<file path="src/rtl/mioc_dram_seq.sv">
// DRAM strobe sequencer for the Z80 memory I/O controller.
// Generates RAS/MUX/CAS for CPU accesses, RAS-only cycles for Z80 refresh,
// and a timer-driven hidden refresh with CPU wait insertion.
module mioc_dram_seq (
  input  logic B_PHI,
  input  logic RST_N,
  input  logic BMREQ_N,
  input  logic BRD_N,
  input  logic N_BWR,
  input  logic BRFSH_N,
  input  logic BUSAK_N,
  input  logic RAM_HIT,
  input  logic BANK,
  output logic RAS_N,
  output logic MUX,
  output logic CAS1_N,
  output logic CAS2_N,
  output logic WAIT_N,
  output logic RFSH_ACT
);

  localparam int unsigned TMR_W = 6;
  localparam logic [TMR_W-1:0] TMR_MAX = TMR_W'(63);

  typedef enum logic [2:0] {
    S_IDLE  = 3'd0,
    S_ROW   = 3'd1,
    S_COL   = 3'd2,
    S_HOLD  = 3'd3,
    S_RFSH  = 3'd4,
    S_HRFSH = 3'd5
  } state_e;

  state_e           state_q, state_d;
  logic             bank_q, bank_d;
  logic [TMR_W-1:0] tmr_q, tmr_d;
  logic             pend_q, pend_d;
  logic             hcnt_q, hcnt_d;
  logic             ras_n_q, ras_n_d;
  logic             mux_q, mux_d;
  logic             cas1_n_q, cas1_n_d;
  logic             cas2_n_q, cas2_n_d;
  logic             wait_n_q, wait_n_d;
  logic             rfsh_act_q, rfsh_act_d;
  logic             acc_req;
  logic             z80_rfsh;
  logic             rfsh_entry;
  logic             hrfsh_exit;

  // Decode CPU access and Z80 refresh requests from the buffered bus
  always_comb begin
    acc_req  = !BMREQ_N && RAM_HIT && BRFSH_N && (!BRD_N || !N_BWR);
    z80_rfsh = !BMREQ_N && !BRFSH_N;
  end

  // Next-state logic: hidden refresh beats Z80 refresh beats a new access
  always_comb begin
    state_d = state_q;
    bank_d  = bank_q;
    hcnt_d  = hcnt_q;
    case (state_q)
      S_IDLE: begin
        if (pend_q) begin
          state_d = S_HRFSH;
          hcnt_d  = 1'b0;
        end else if (z80_rfsh) begin
          state_d = S_RFSH;
        end else if (acc_req) begin
          state_d = S_ROW;
          bank_d  = BANK;
        end
      end
      S_ROW: begin
        state_d = BMREQ_N ? S_IDLE : S_COL;
      end
      S_COL: begin
        state_d = BMREQ_N ? S_IDLE : S_HOLD;
      end
      S_HOLD: begin
        if (BMREQ_N) state_d = S_IDLE;
      end
      S_RFSH: begin
        if (BMREQ_N || BRFSH_N) state_d = S_IDLE;
      end
      S_HRFSH: begin
        hcnt_d = 1'b1;
        if (hcnt_q) state_d = S_IDLE;
      end
      default: begin
        state_d = S_IDLE;
      end
    endcase
  end

  // Refresh timer and pending flag; any refresh entry restarts the interval
  always_comb begin
    rfsh_entry = (state_d != state_q) && ((state_d == S_RFSH) || (state_d == S_HRFSH));
    hrfsh_exit = (state_q == S_HRFSH) && (state_d == S_IDLE);
    tmr_d      = tmr_q;
    if (rfsh_entry) begin
      tmr_d = '0;
    end else if (!BUSAK_N && (tmr_q != TMR_MAX)) begin
      tmr_d = tmr_q + TMR_W'(1);
    end
    pend_d = pend_q;
    if (hrfsh_exit) begin
      pend_d = 1'b0;
    end else if (tmr_d == TMR_MAX) begin
      pend_d = 1'b1;
    end
  end

  // Output values for the cycle after the edge, derived from the next state
  always_comb begin
    ras_n_d    = (state_d == S_IDLE);
    mux_d      = (state_d == S_COL) || (state_d == S_HOLD);
    cas1_n_d   = !((state_d == S_HOLD) && !bank_d);
    cas2_n_d   = !((state_d == S_HOLD) && bank_d);
    rfsh_act_d = (state_d == S_HRFSH);
    // Stall the CPU while a hidden refresh owns the array, released on access start
    wait_n_d   = !(acc_req && ((state_d == S_HRFSH) || (state_q == S_HRFSH)));
  end

  // State, timer and registered output flops
  always_ff @(posedge B_PHI or negedge RST_N) begin
    if (!RST_N) begin
      state_q    <= S_IDLE;
      bank_q     <= 1'b0;
      tmr_q      <= '0;
      pend_q     <= 1'b0;
      hcnt_q     <= 1'b0;
      ras_n_q    <= 1'b1;
      mux_q      <= 1'b0;
      cas1_n_q   <= 1'b1;
      cas2_n_q   <= 1'b1;
      wait_n_q   <= 1'b1;
      rfsh_act_q <= 1'b0;
    end else begin
      state_q    <= state_d;
      bank_q     <= bank_d;
      tmr_q      <= tmr_d;
      pend_q     <= pend_d;
      hcnt_q     <= hcnt_d;
      ras_n_q    <= ras_n_d;
      mux_q      <= mux_d;
      cas1_n_q   <= cas1_n_d;
      cas2_n_q   <= cas2_n_d;
      wait_n_q   <= wait_n_d;
      rfsh_act_q <= rfsh_act_d;
    end
  end

  assign RAS_N    = ras_n_q;
  assign MUX      = mux_q;
  assign CAS1_N   = cas1_n_q;
  assign CAS2_N   = cas2_n_q;
  assign WAIT_N   = wait_n_q;
  assign RFSH_ACT = rfsh_act_q;

endmodule

</file>
<file path="config.mk">
export PLATFORM = sky130hd
export DESIGN_NAME = mioc_dram_seq
export DESIGN_NICKNAME = d
export VERILOG_FILES = /design/src/rtl/mioc_dram_seq.sv
export SDC_FILE = /design/constraint.sdc
export NUM_CORES = 1
export LEC_CHECK = 0
export ABC_CLOCK_PERIOD_IN_PS = 1700
export BUFFER_PORTS_ARGS = -buffer_cell sky130_fd_sc_hd__buf_2
export CAP_MARGIN = 10
export CORE_MARGIN = 2
export CORE_UTILIZATION = 30
export DETAILED_ROUTE_END_ITERATION = 8
export PLACE_DENSITY_LB_ADDON = 0.1
export SKIP_CTS_REPAIR_TIMING = 1
export SYNTH_ARGS = -nofsm -noshare
export SYNTH_HDL_FRONTEND = slang
export SYNTH_SLANG_ARGS = --single-unit
</file>
<file path="constraint.sdc">
create_clock -name B_PHI -period 1.7 [get_ports B_PHI]
set_input_delay 0.085 -clock B_PHI [delete_from_list [all_inputs] [get_ports B_PHI]]
set_output_delay 0.085 -clock B_PHI [all_outputs]
set_load 0.02 [all_outputs]
</file>
==> metrics, run 1 <==
average size of a mapped cell=10.5 um2; Post-synth EDFFs=0; Highest Clock Rate=624 MHz; Clock Latency Late Sink=0.29 ns; port bufs=14; Hold Crit Start=BMREQ_N; CTS root buf=clkbuf_4; first-pass GRT wire length=3060 um; Setup TNS=0 ns; number of cell rows=19; Hold Path Stages=2; Netlist cell types=41; Routed WL per cell=13.1 um; Slew HR=0.728; gpl congestion=0.789; VDD IR-drop max=0.623 mV; wirelength, routed=1810 um; I/O pins=15; core area=2780 um2; Net Count, Synth=94; fin crit period=1.60 ns; Tcrit/Tclk final=0.942; CTS tree=built; synth warn=0; FF-to-FF path depth=5; crit start category=register; first-pass iteration count of the detailed router=4; CP Max Fanout=4; Seq/Total Area, Yosys=0.516; LEAKAGE=0.512 nW; CTS buffer count=3; area of the mapped netlist=883 um2; Starting Density=0.318; FF+latch count, synth=18; Clock Skew=0.00465 ns; DRC viols=0; Worst setup EP type=register; area delta synth->final=22.1%; initial DRC count=8; pins over their slew limit=0; die area=3390 um2; Layout fillers=283; clk buf depth=2; Synth Flop Type=dfrtp_1; CP max stage delay=0.41 ns; Synth Instances=84; diode count=0; CP required=1.91 ns; Non-Filler Instances=138; Crit Path Category=reg2reg; vias in the first global route=697; fin nets=118; total grt overflow=0; # placed instances=131; Final Worst Setup Slack=0.0981 ns; clk slew on worst S/H paths=0.10 ns; dpl ws=0.0677 ns; Reg2Reg Launch Point=tmr_q[0]; Die Ht=58.3 um; GR Util All Layers=0.124; RR Endpoint=pend_q; antenna violations before repair=0; CP Cell Sequence=ha_1, nand2_1, o21ba_2, mux2_2, a211oi_1; Die Width=58.3 um; htree depth=1; Post-synth ARST share=1.00; Sink Count=18; Cell Pwr Density=1070 nW/um2; post-DP HPWL=1320 um; largest net degree at the start of global routing=19; min-delay worst type=in2reg; R2R Setup Slk=0.1 ns; Critical Path AT=1.81 ns; final hold violation count=0; RSZ-0062 raised after global routing=no; post-route ant nets=0; final setup violation count=0; Max-Cap Viols=0; share of cells above drive strength 1=0.308; status=complete, no violations; Slowest-stage cell, CP=dfrtp_1; vias post-DR=716; Slew @ Worst Pin=0.409 ns; vias per cell=5.19; hold path endpoint=state_q[1]
[critical path, delay by kind of cell, from the launching register on]
family / cells / cell delay, ns
adders and majority gates: 1 / 0.24
AOI/OAI and AO/OA: 2 / 0.42
and+or+nand+nor: 1 / 0.11
muxes: 1 / 0.34
DFF: 1 / 0.41
[layer usage]
metal  wire length (um)  vias to the layer above  part of all wire  global-route usage
met2                868                       16              0.48               0.196
met1                845                      347              0.47               0.147
li1                   -                      351                 -                   -
met3                 73                        2             0.040              0.0469
met4                 23                        0             0.013              0.0598
met5                  0                        -                 0                   0
[registers in the layout, indices dropped and copies added, names as in the netlist]
name	cells
CAS1_N	1
CAS2_N	1
MUX	1
RAS_N	1
RFSH_ACT	1
WAIT_N	1
bank_q	1
hcnt_q	1
pend_q	1
state_q	3
tmr_q	6
[Yosys cell counts, drive strengths merged (2+ instances only)]
master / n / share of area
dfrtp: 14 / 0.40
nand2: 7 / 0.030
nand3: 6 / 0.034
nor2: 6 / 0.025
dfstp: 4 / 0.12
nor3: 4 / 0.023
inv: 3 / 0.013
nor2b: 3 / 0.021
a21oi: 2 / 0.011
and4b: 2 / 0.023
buf: 2 / 0.011
mux2: 2 / 0.030
mux2i: 2 / 0.023
or2: 2 / 0.014
[logic make-up after synthesis]
logic type                 share of synthesized area
xor gates and xnor gates                     0.00992
adders and majority gates                     0.0142
and+or+nand+nor                                0.228
buffers and inverters                         0.0297
muxes                                         0.0524
DFF                                            0.516
AOI/OAI and AO/OA                              0.150
[power breakdown]
group          leakage [nW]  internal [W]  switching, W
Sequential            0.229      0.000502     0.0000642
Combinational         0.262      0.000165      0.000158
Clock                0.0210      0.000131      0.000132
[stage by stage]
stage | utilization | total power [W] | cell area, um2 | hold slack (ns)
after floorplan | - | 0.000785 | 883 | -0.211
after global placement | 0.365 | 0.000872 | 1010 | 0.0386
after detailed placement | 0.365 | 0.000876 | 1010 | 0.0421
after CTS | 0.378 | 0.00115 | 1050 | -0.295
after global routing | 0.388 | 0.00124 | 1080 | 0.0175
final | 0.388 | 0.00115 | 1080 | 0.0292
[worst max path at each step]
stage | endpoint | startpoint | depth (start not counted) | slack, ns
after floorplan | CAS1_N | state_q[1] | 5 | 0.14
after global placement | pend_q | tmr_q[0] | 5 | 0.11
after detailed placement | pend_q | tmr_q[0] | 5 | 0.07
after CTS | pend_q | tmr_q[0] | 5 | 0.05
after global routing | pend_q | tmr_q[0] | 5 | 0.01
final | pend_q | tmr_q[0] | 5 | 0.1
[placed cells by master (no fill, tap or decap), types with 2 or more instances in the layout]
cell | Yosys | routed
nand2_1 | 7 | 7
nor2_1 | 6 | 6
dfrtp_1 | 14 | 14
dlygate4sd3_1 | 0 | 2
nor3_1 | 4 | 4
clkbuf_4 | 0 | 3
and4b_1 | 2 | 2
inv_1 | 3 | 3
a21oi_1 | 2 | 2
mux2i_1 | 2 | 2
nor2b_1 | 3 | 3
dfstp_2 | 4 | 4
nand3_1 | 6 | 6
buf_2 | 2 | 14
buf_4 | 0 | 6
[final cells by class]
type / instances / area, um2 / share of cell area
Sequential cell: 18 / 455 / 0.422
Multi-Input combinational cell: 60 / 402 / 0.372
Timing Repair Buffer: 22 / 135 / 0.125
Tap cell: 31 / 38.8 / 0.0360
Clock buffer: 4 / 36.3 / 0.0336
Inverter: 3 / 11.3 / 0.0104
(Power assumes the default switching activity.)
==> run 2, diff against run 1 <==
--- a/config.mk
+++ b/config.mk
@@ -12,6 +12,7 @@
 export CORE_UTILIZATION = 30
 export DETAILED_ROUTE_END_ITERATION = 8
 export PLACE_DENSITY_LB_ADDON = 0.1
+export RECOVER_POWER = 50
 export SKIP_CTS_REPAIR_TIMING = 1
 export SYNTH_ARGS = -nofsm -noshare
 export SYNTH_HDL_FRONTEND = slang
==> metrics, run 2 (synthesis results as in run 1) <==
Die Width=58.3 um; antenna violations before repair=0; htree depth=1; diode count=0; Highest Clock Rate=624 MHz; met2 wire len=863 um; LEAKAGE=0.496 nW; dpl ws=0.0677 ns; Slew HR=0.349; commonest non-fill, non-tap cell in the layout=dfrtp_1; GR Util All Layers=0.124; port bufs=14; Cell Pwr Density=1070 nW/um2; Die Ht=58.3 um; Top Family by Delay on Critical Path=compound AO/OA/AOI/OAI gates; status=complete, no violations; most frequent cells in the layout=dfrtp_1 (14), buf_2 (11), nand2_1 (7); Routed WL per cell=13.0 um; M1 WL=833 um; vias post-DR=722; Crit Path Category=reg2reg; Clock Skew=0.00449 ns; Slew @ Worst Pin=0.977 ns; CP Cell Sequence=ha_1, nand2_1, o21ba_2, mux2_2, a211oi_1; share of cells above drive strength 1=0.271; final instance area=1070 um2; placed cell areas=1010 um2; post-route ant nets=0; CTS tree=built; DR top layer=met4; RSZ-0062 raised after global routing=no; Tcrit/Tclk final=0.942; core area=2780 um2; total grt overflow=0; fin nets=118; DRC viols=0; Slowest-stage cell, CP=dfrtp_1; CP max stage delay=0.41 ns; Starting Density=0.318; Final Worst Setup Slack=0.0980 ns; crit start category=register; metal3 WL=75 um; Setup TNS=0 ns; clk slew on worst S/H paths=0.10 ns; I/O pins=15; Worst setup EP type=register; CP Max Fanout=4; Critical Path AT=1.81 ns; Largest regs=tmr_q: 6 flops, state_q: 3 flops; largest net degree at the start of global routing=19; fin crit period=1.60 ns; CTS root buf=clkbuf_4; first-pass GRT wire length=3060 um; final hold violation count=0; area delta synth->final=21.2%; post-DP HPWL=1320 um; VDD IR-drop max=0.620 mV; wirelength, routed=1800 um; CTS buffer count=3; gpl congestion=0.789; number of cell rows=19; first-pass iteration count of the detailed router=4; vias per cell=5.23; Critical path buffers and inverters=0; clk buf depth=2; pins over their slew limit=0; CP required=1.91 ns; Sink Count=18; largest register by flop count=tmr_q; die area=3390 um2; Max-Cap Viols=0; final setup violation count=0; max reg flops=6; vias in the first global route=697; initial DRC count=7; Clock Latency Late Sink=0.29 ns; min-delay worst type=in2reg
## run 2: changes by cell type in the layout (fill, tap and decap cells not counted)
cell / change
clkbuf_1: +4
buf_2: -3
buf_4: -1
## run 2: final timing paths
path / startpoint / endpoint / slack, ns / depth (start not counted)
worst min register to register: bank_q / bank_q / 0.51 / 1
worst max-delay path: tmr_q[0] / pend_q / 0.1 / 5
worst max register to register: tmr_q[0] / pend_q / 0.1 / 5
max in group asynchronous: RST_N / tmr_q[1] / 0.66 / 2
worst min-delay path: BMREQ_N / state_q[1] / 0.03 / 2
min in group asynchronous: RST_N / state_q[1] / 0.45 / 2
## run 2: report_power, final
part | leakage (nW) | internal (W) | total (W) | switching [W]
Combinational | 0.247 | 0.000162 | 0.000320 | 0.000158
Clock | 0.0210 | 0.000131 | 0.000262 | 0.000131
Sequential | 0.229 | 0.000502 | 0.000566 | 0.0000641
Total | 0.496 | 0.000795 | 0.00115 | 0.000354
## run 2: per-stage QoR
step	util	total power (W)	std cells	hold WS, ns
finish	0.385	0.00115	138	0.0299
global route	0.385	0.00124	138	0.0175
CTS	0.378	0.00115	135	-0.295
detailed placement	0.365	0.000876	131	0.0421
global placement	0.365	0.000872	131	0.0386
floorplan	-	0.000785	84	-0.211
## run 2: metal layers
metal	global-route usage	vias up
li1	-	352
met1	0.147	350
met2	0.196	18
met3	0.0469	2
met4	0.0598	0
met5	0	-
## run 2: layout make-up
cell class / count / area, um2
Sequential cell: 18 / 455
Inverter: 3 / 11.3
Fill cell: 286 / 1710
Tap cell: 31 / 38.8
Multi-Input combinational cell: 60 / 402
Clock buffer: 4 / 36.3
Timing Repair Buffer: 22 / 128
==> run 3, diff against run 2 <==
--- a/config.mk
+++ b/config.mk
@@ -5,7 +5,7 @@
 export SDC_FILE = /design/constraint.sdc
 export NUM_CORES = 1
 export LEC_CHECK = 0
-export ABC_CLOCK_PERIOD_IN_PS = 1700
+export ABC_CLOCK_PERIOD_IN_PS = 1300
 export BUFFER_PORTS_ARGS = -buffer_cell sky130_fd_sc_hd__buf_2
 export CAP_MARGIN = 10
 export CORE_MARGIN = 2
==> constraint.sdc (replaced) <==
create_clock -name B_PHI -period 1.3 [get_ports B_PHI]
set_input_delay 0.065 -clock B_PHI [delete_from_list [all_inputs] [get_ports B_PHI]]
set_output_delay 0.065 -clock B_PHI [all_outputs]
set_load 0.02 [all_outputs]
==> metrics, run 3 (synthesis results as in run 1) <==
Critical Path AT=1.67 ns; first-pass GRT wire length=3370 um; Hold Path Stages=2; antenna violations before repair=0; CP Max Fanout=3; Crit Path Category=reg2reg; VDD IR-drop max=0.948 mV; fin nets=134; CTS buffer count=3; Starting Density=0.318; Final Worst Setup Slack=-0.144 ns; initial DRC count=21; Clock Skew=0.00725 ns; port bufs=14; Die Ht=58.3 um; clk slew on worst S/H paths=0.10 ns; commonest non-fill, non-tap cell in the layout=buf_4; LEAKAGE=0.623 nW; Setup TNS=-0.381 ns; FF-to-FF path depth=4; most frequent cells in the layout=buf_4 (20), dfrtp_1 (13), buf_2 (13); pins over their slew limit=0; status=finished, violations left; Clock Latency Late Sink=0.29 ns; dpl ws=-0.149 ns; area delta synth->final=49.6%; max reg flops=6; Slew @ Worst Pin=0.447 ns; Tcrit/Tclk final=1.11; min-delay worst type=in2reg; die area=3390 um2; Cell Pwr Density=1360 nW/um2; final instance area=1320 um2; Routed WL per cell=13.2 um; placed cell areas=1160 um2; vias in the first global route=734; final hold violation count=0; post-DP HPWL=1430 um; share of cells above drive strength 1=0.577; CP required=1.53 ns; Highest Clock Rate=693 MHz; I/O pins=15; failing checks=setup timing; first-pass iteration count of the detailed router=2; CTS root buf=clkbuf_4; clk buf depth=2; fin crit period=1.44 ns; DRC viols=0; Max-Cap Viols=0; gpl congestion=0.787; wirelength, routed=2040 um; vias post-DR=778; Die Width=58.3 um; crit start category=register; Worst setup EP type=register; Sink Count=18; total grt overflow=0; largest net degree at the start of global routing=19; number of cell rows=19; core area=2780 um2; CTS tree=built; RSZ-0062 raised after global routing=yes; largest register by flop count=tmr_q; htree depth=1; Slew HR=0.702; post-route ant nets=0; final setup violation count=4; vias per cell=5.05; diode count=0; Largest regs=tmr_q: 6 flops, state_q: 3 flops; GR Util All Layers=0.129
## run 3: changes by cell type in the layout (fill, tap and decap cells not counted), sizes merged
cell / before / now
clkbuf: 8 / 5
buf: 16 / 35
## run 3: layer usage
metal  GRT usage  share of wire  vias to the layer above
met5           0              0                        -
met4      0.0299         0.0079                        0
met3      0.0424          0.037                        2
met2       0.197           0.50                        9
met1       0.178           0.46                      379
li1            -              -                      388
## run 3: path summary, 6_finish.rpt
| kind | endpoint | slack (ns) | start |
|---|---|---|---|
| min in group asynchronous | MUX | 0.23 | RST_N |
| worst max register to register | CAS1_N | -0.14 | state_q[2] |
| worst min register to register | bank_q | 0.53 | bank_q |
| max in group asynchronous | RAS_N | 0.72 | RST_N |
| worst max-delay path | CAS1_N | -0.14 | state_q[2] |
| worst min-delay path | bank_q | 0.03 | BANK |
## run 3: stage by stage
stage / util / power [W] / std cells / hold WS (ns)
2_1_floorplan: - / 0.00107 / 84 / -0.231
3_3_place_gp: 0.417 / 0.00133 / 146 / 0.0266
3_5_place_dp: 0.417 / 0.00134 / 146 / 0.0272
4_1_cts: 0.430 / 0.00169 / 150 / -0.305
5_1_grt: 0.475 / 0.00192 / 154 / 0.00261
6_report: 0.475 / 0.00179 / 154 / 0.0253
## run 3: report_power, final
part           total [W]  switching (W)  internal [W]  leakage, nW
clock           0.000339       0.000169      0.000171       0.0210
sequential      0.000724      0.0000669      0.000657        0.228
combinational   0.000728       0.000319      0.000409        0.375
## run 3: worst max-delay path: stages (launching register included)
cell	delay (ns)
dfrtp_2	0.45
nor3_4	0.19
and4b_1	0.23
mux2_4	0.32
or2_1	0.21
## run 3: final cells by class
| class | instances | area [um2] |
|---|---|---|
| clock buffer | 4 | 36.3 |
| fill | 250 | 1460 |
| inverter | 3 | 11.3 |
| multi-input combinational | 60 | 515 |
| sequential | 18 | 457 |
| tap | 31 | 38.8 |
| timing repair buffer | 38 | 263 |
